**config.mk**
```make
export PLATFORM = sky130hd
export DESIGN_NAME = bg_line_renderer
export DESIGN_NICKNAME = d
export VERILOG_FILES = /design/src/rtl/bg_line_renderer.sv
export SDC_FILE = /design/constraint.sdc
export NUM_CORES = 1
export LEC_CHECK = 0
export CAP_MARGIN = 20
export CORE_MARGIN = 2
export CORE_UTILIZATION = 40
export CTS_CLUSTER_DIAMETER = 80
export CTS_CLUSTER_SIZE = 14
export DETAILED_ROUTE_END_ITERATION = 8
export PLACE_DENSITY = 0.73
export RECOVER_POWER = 25
export SETUP_SLACK_MARGIN = 0.2
export SLEW_MARGIN = 0
export SYNTH_ARGS = -nofsm -noshare
export SYNTH_HDL_FRONTEND = slang
export SYNTH_SLANG_ARGS = --single-unit
```
**constraint.sdc**
```tcl
create_clock -name clk -period 3.05 [get_ports clk]
set_input_delay 0.915 -clock clk [delete_from_list [all_inputs] [get_ports clk]]
set_output_delay 0.915 -clock clk [all_outputs]
set_load 0.02 [all_outputs]
```
**src/rtl/bg_line_renderer.sv**
```systemverilog
// bg_line_renderer: tile-based background scanline renderer with VRAM fetch FSM and pixel stream.
// Optional window layer enabled by defining BG_LINE_RENDERER_WINDOW_EN.
module bg_line_renderer #(
  parameter int LINE_WIDTH = 160,
  parameter int VRAM_AW    = 13
) (
  input  logic               clk,
  input  logic               reset,
  input  logic               drawline,
  input  logic [7:0]         line,
  input  logic [7:0]         scroll_x,
  input  logic [7:0]         scroll_y,
  input  logic               map_sel,
  input  logic               tile_sel,
  input  logic [7:0]         palette,
  output logic               vram_rd,
  output logic [VRAM_AW-1:0] vram_addr,
  input  logic [7:0]         vram_data,
  input  logic               win_en,
  input  logic [7:0]         win_x,
  input  logic [7:0]         win_y,
  input  logic               win_map_sel,
  output logic               pix_valid,
  output logic [7:0]         pix_x,
  output logic [1:0]         pix_shade,
  output logic               render_complete
);
  typedef enum logic [2:0] {IDLE, MAP, LO, HI, LOAD, PUSH, DONE} state_t;
  state_t r_st, w_nx;
  logic [7:0] r_row, r_pal, r_idx, r_lo, r_hi, r_cnt;
  logic [4:0] r_col;
  logic [2:0] r_c, r_fine;
  logic r_msel, r_tsel, r_first;
  logic w_acc, w_disc, w_win, w_last;
  logic [7:0] w_tidx;
  logic [12:0] w_tile, w_a;
  logic [1:0] w_pi;
`ifdef BG_LINE_RENDERER_WINDOW_EN
  logic r_win_ok, r_in_win, r_wmsel;
  logic [7:0] r_trig, r_line, r_wy;
  assign w_win = r_st == PUSH && r_win_ok && !r_in_win && r_cnt == r_trig;
`else
  logic w_unused;
  assign w_unused = ^{win_en, win_x, win_y, win_map_sel};
  assign w_win = 1'b0;
`endif
  assign w_acc = drawline && (r_st == IDLE || r_st == DONE);
  assign w_disc = r_first && r_c < r_fine;
  assign w_last = !w_disc && r_cnt == 8'(LINE_WIDTH - 1);
  assign w_tidx = r_st == LO ? vram_data : r_idx;
  // Low-byte address of the current tile row; the high byte is the next odd address
  assign w_tile = r_tsel ? {1'b0, w_tidx, r_row[2:0], 1'b0}
                         : 13'h1000 + {w_tidx[7], w_tidx, r_row[2:0], 1'b0};
  assign w_pi = {r_hi[3'd7 - r_c], r_lo[3'd7 - r_c]};
  assign vram_addr = VRAM_AW'(w_a);
  assign render_complete = r_st == DONE;
  always_comb begin
    w_nx = r_st;
    vram_rd = 1'b0;
    w_a = 13'd0;
    case (r_st)
      IDLE, DONE: w_nx = w_acc ? MAP : r_st;
      MAP: begin
        vram_rd = 1'b1;
        w_a = {2'b11, r_msel, r_row[7:3], r_col};
        w_nx = LO;
      end
      LO: begin
        vram_rd = 1'b1;
        w_a = w_tile;
        w_nx = HI;
      end
      HI: begin
        vram_rd = 1'b1;
        w_a = w_tile | 13'd1;
        w_nx = LOAD;
      end
      LOAD: w_nx = PUSH;
      PUSH: w_nx = w_win ? MAP : w_last ? DONE : r_c == 3'd7 ? MAP : PUSH;
      default: w_nx = IDLE;
    endcase
  end
  always_ff @(posedge clk) begin
    if (reset) begin
      r_st <= IDLE;
      pix_valid <= 1'b0;
      pix_x <= 8'd0;
      pix_shade <= 2'd0;
      r_cnt <= 8'd0;
      r_c <= 3'd0;
`ifdef BG_LINE_RENDERER_WINDOW_EN
      r_in_win <= 1'b0;
      r_win_ok <= 1'b0;
`endif
    end else begin
      r_st <= w_nx;
      pix_valid <= 1'b0;
      if (w_acc) begin
        r_row <= line + scroll_y;
        r_col <= scroll_x[7:3];
        r_fine <= scroll_x[2:0];
        r_msel <= map_sel;
        r_tsel <= tile_sel;
        r_pal <= palette;
        r_first <= 1'b1;
        r_cnt <= 8'd0;
`ifdef BG_LINE_RENDERER_WINDOW_EN
        r_in_win <= 1'b0;
        r_win_ok <= win_en && line >= win_y && {1'b0, win_x} <= 9'(LINE_WIDTH + 6);
        r_trig <= win_x < 8'd7 ? 8'd0 : win_x - 8'd7;
        r_line <= line;
        r_wy <= win_y;
        r_wmsel <= win_map_sel;
`endif
      end
      if (r_st == LO) r_idx <= vram_data;
      if (r_st == HI) r_lo <= vram_data;
      if (r_st == LOAD) begin
        r_hi <= vram_data;
        r_c <= 3'd0;
      end
      if (r_st == PUSH) begin
        r_c <= r_c + 3'd1;
        if (r_c == 3'd7) begin
          r_col <= r_col + 5'd1;
          r_first <= 1'b0;
        end
        if (w_win) begin
`ifdef BG_LINE_RENDERER_WINDOW_EN
          r_in_win <= 1'b1;
          r_col <= 5'd0;
          r_row <= r_line - r_wy;
          r_msel <= r_wmsel;
          r_first <= 1'b0;
`endif
        end else if (!w_disc) begin
          pix_valid <= 1'b1;
          pix_x <= r_cnt;
          pix_shade <= r_pal[{w_pi, 1'b0} +: 2];
          r_cnt <= r_cnt + 8'd1;
        end
      end
    end
  end
endmodule

```
==> flow_metrics.tcl <==
set metrics [dict create \
    overflow 0 \
    hold_slack_ns 0.501 \
    ir_drop_mv 0.270 \
    async_flop_share 0 \
    status "completed" \
    ys.flop_type "edfxtp_1" \
    die_area_um2 9710 \
    layout.area.seq_um2 2030 \
    synth_seq_cells 76 \
    cts-root-buf "clkbuf_8" \
    num-fill-cells 814 \
    detailroute.via_count 2569 \
    power_leakage_uw 0.00176 \
    netlist_top_cells_area "edfxtp_1, dfxtp_1, ha_1" \
    grt_util_all_layers 0.153 \
    wl_per_cell_um 14.3 \
    dr.pass1.iters 4 \
    drv_slew 0 \
    worstPathMaxFanout 2 \
    ys_seq_area_frac 0.568 \
    fin_skew_ns 0.00572 \
    mostFrequentLayoutCells "edfxtp_1, nor2_1, clkdlybuf4s50_1" \
    setup_viol 0 \
    ys_warn_count 0 \
    antenna_left 0 \
    period_needed_ns 2.90 \
    grt_pass1_vias 2569 \
    clkLatencyLatePin_ns 0.34 \
    htreeDepth 3 \
    yosysTopAreaCellShare 0.428 \
    grt_pass1_wl_mm 11.8 \
    worstPathRequired_ns 2.13 \
    wirelength_mm 7.21 \
    postCtsSetupRepairBufs 0 \
    drtIter0Drc 60 \
    antenna_found_initial 0 \
    crit_path_end_kind "primary output" \
    synth_nets 379 \
    worst_slack_ns 0.151 \
    diodes 0 \
    post-dp-hpwl_mm 5.47 \
    ys_types 48 \
    maxCapViolations 0 \
    via_per_inst 5.10 \
    syn_to_final_growth_pct 31.5 \
    std_cell_rows 34 \
    post_synth.cell_area_avg_um2 11.8 \
    die_x_um 98.6 \
    grt_max_degree 22 \
    finish.utilization 0.542 \
    hold_viol_final 0 \
    clk_pin_slew_ns 0.08 \
    core_um2 8680 \
    start_util 0.412 \
    multi_input_area_um2 1460 \
    path_class "input port to primary output" \
    min_period_over_period 0.951 \
    gp_congestion 0.728 \
    power_density_nw_per_um2 528 \
    p_total_uw 2480 \
    layout_commonest_cell "edfxtp_1" \
    num_io_pins 89 \
    drc 0 \
    tightest_slew_ns 0.556 \
    synth_top_area_cell "edfxtp_1" \
    synth_area_um2 3580 \
    max_freq_ghz 0.345 \
    preCtsSetupSlack_ns -0.410 \
    slew_headroom 0.629 \
    cts_sinks 76 \
    tns_ns 0 \
    final_nets 468 \
    numPortBuffers 70 \
    synthCells 302 \
    synth_edf_count 51 \
    fp.dieH_um 98.6 \
    cts_hold_buf 0 \
    layout-drive-gt1-share 0.154 \
    cp-start-kind "input port" \
    hold_class "flop to flop" \
    crit_arrival_ns 1.98 \
    numCtsBuffers 9 \
    rsz0062_at_grt "yes" \
    cts_tree "done" \
    clockBufferDepth 2 \
]
## registers in the layout (all words and copies together) (netlist names)
register   count
r_st           3
pix_shade      2
r_col          5
r_first        1
r_msel         1
r_fine         3
r_pal          8
r_c            3
pix_valid      1
pix_x          8
r_cnt          8
r_tsel         1
r_idx          8
r_lo           8
r_hi           8
r_row          8
## worst paths after layout
check | start | endpoint | slack (ns) | depth (start not counted)
worst max-delay path | vram_data[2] | vram_addr[6] | 0.15 | 5
worst min-delay path | pix_x[7] | pix_x[7] | 0.50 | 2
worst max register to register | r_c[0] | pix_shade[1] | 0.89 | 5
worst min register to register | pix_x[7] | pix_x[7] | 0.50 | 2
## routing by layer
metal	wire, um	GRT usage
met5	0	0
met4	105	0.0537
met3	498	0.0468
met2	3490	0.255
met1	3120	0.190
## power by group
part	leakage (uW)	internal, uW	switching (uW)	total, uW
clock network	0.000111	463	370	832
registers	0.000676	1170	27.5	1200
logic	0.000975	212	241	453
total	0.00176	1850	638	2480
## cell usage after synthesis, types with 2 or more instances
cell type / instances
a21o_1: 2
a21oi_1: 12
a22oi_1: 10
a31o_2: 2
buf_1: 2
clkbuf_1: 8
dfxtp_1: 25
edfxtp_1: 51
ha_1: 13
inv_1: 11
inv_2: 2
mux2_1: 2
mux2_2: 7
mux2i_1: 15
mux4_1: 4
nand2_1: 21
nand2b_1: 2
nand3_1: 7
nand3b_1: 2
nand4_1: 5
nor2_1: 43
nor2b_1: 2
nor3_1: 10
nor3b_1: 2
o21a_1: 2
o21ai_0: 7
o22ai_1: 3
xnor2_1: 5
xor2_1: 6
## through the flow
stage / area [um^2] / instances
after detailed placement: 4520 / 488
final: 4700 / 504
after global routing: 4700 / 504
after floorplan: 3580 / 302
after CTS: 4690 / 504
after global placement: 4520 / 488
## cell families (layout without fill, tap and decap cells)
family                   after synthesis  in the layout  synth area share
multiplexers                          30             30             0.112
AND/OR/NAND/NOR                      101            101             0.132
buffers and inverters                 26            120            0.0308
adder cells (fa/ha/maj)               14             14            0.0511
flip-flops                            76             76             0.568
XOR/XNOR                              11             11            0.0269
AO/OA/AOI/OAI                         44             44            0.0791
## layout make-up
| type | instances | area share |
|---|---|---|
| Clock inverter | 6 | 0.0186 |
| Clock buffer | 10 | 0.0271 |
| Tap cell | 108 | 0.0287 |
| Multi-Input combinational cell | 200 | 0.311 |
| Inverter | 13 | 0.0104 |
| Timing Repair Buffer | 91 | 0.172 |
| Sequential cell | 76 | 0.432 |
## critical path, stage by stage
cell and delay (ns):
clkdlybuf4s50_1 0.41, mux2_2 0.29, a22oi_2 0.13, nor2_1 0.08, buf_2 0.16
## what timing repair did
action / CTS / global route
resized for setup: 53 / 14
endpoints found under the hold margin: 0 / 0
setup endpoints to repair: 12 / 11
pin swaps: 1 / 2
cloned: 0 / 0
Power figures use the tool's default switching activity.
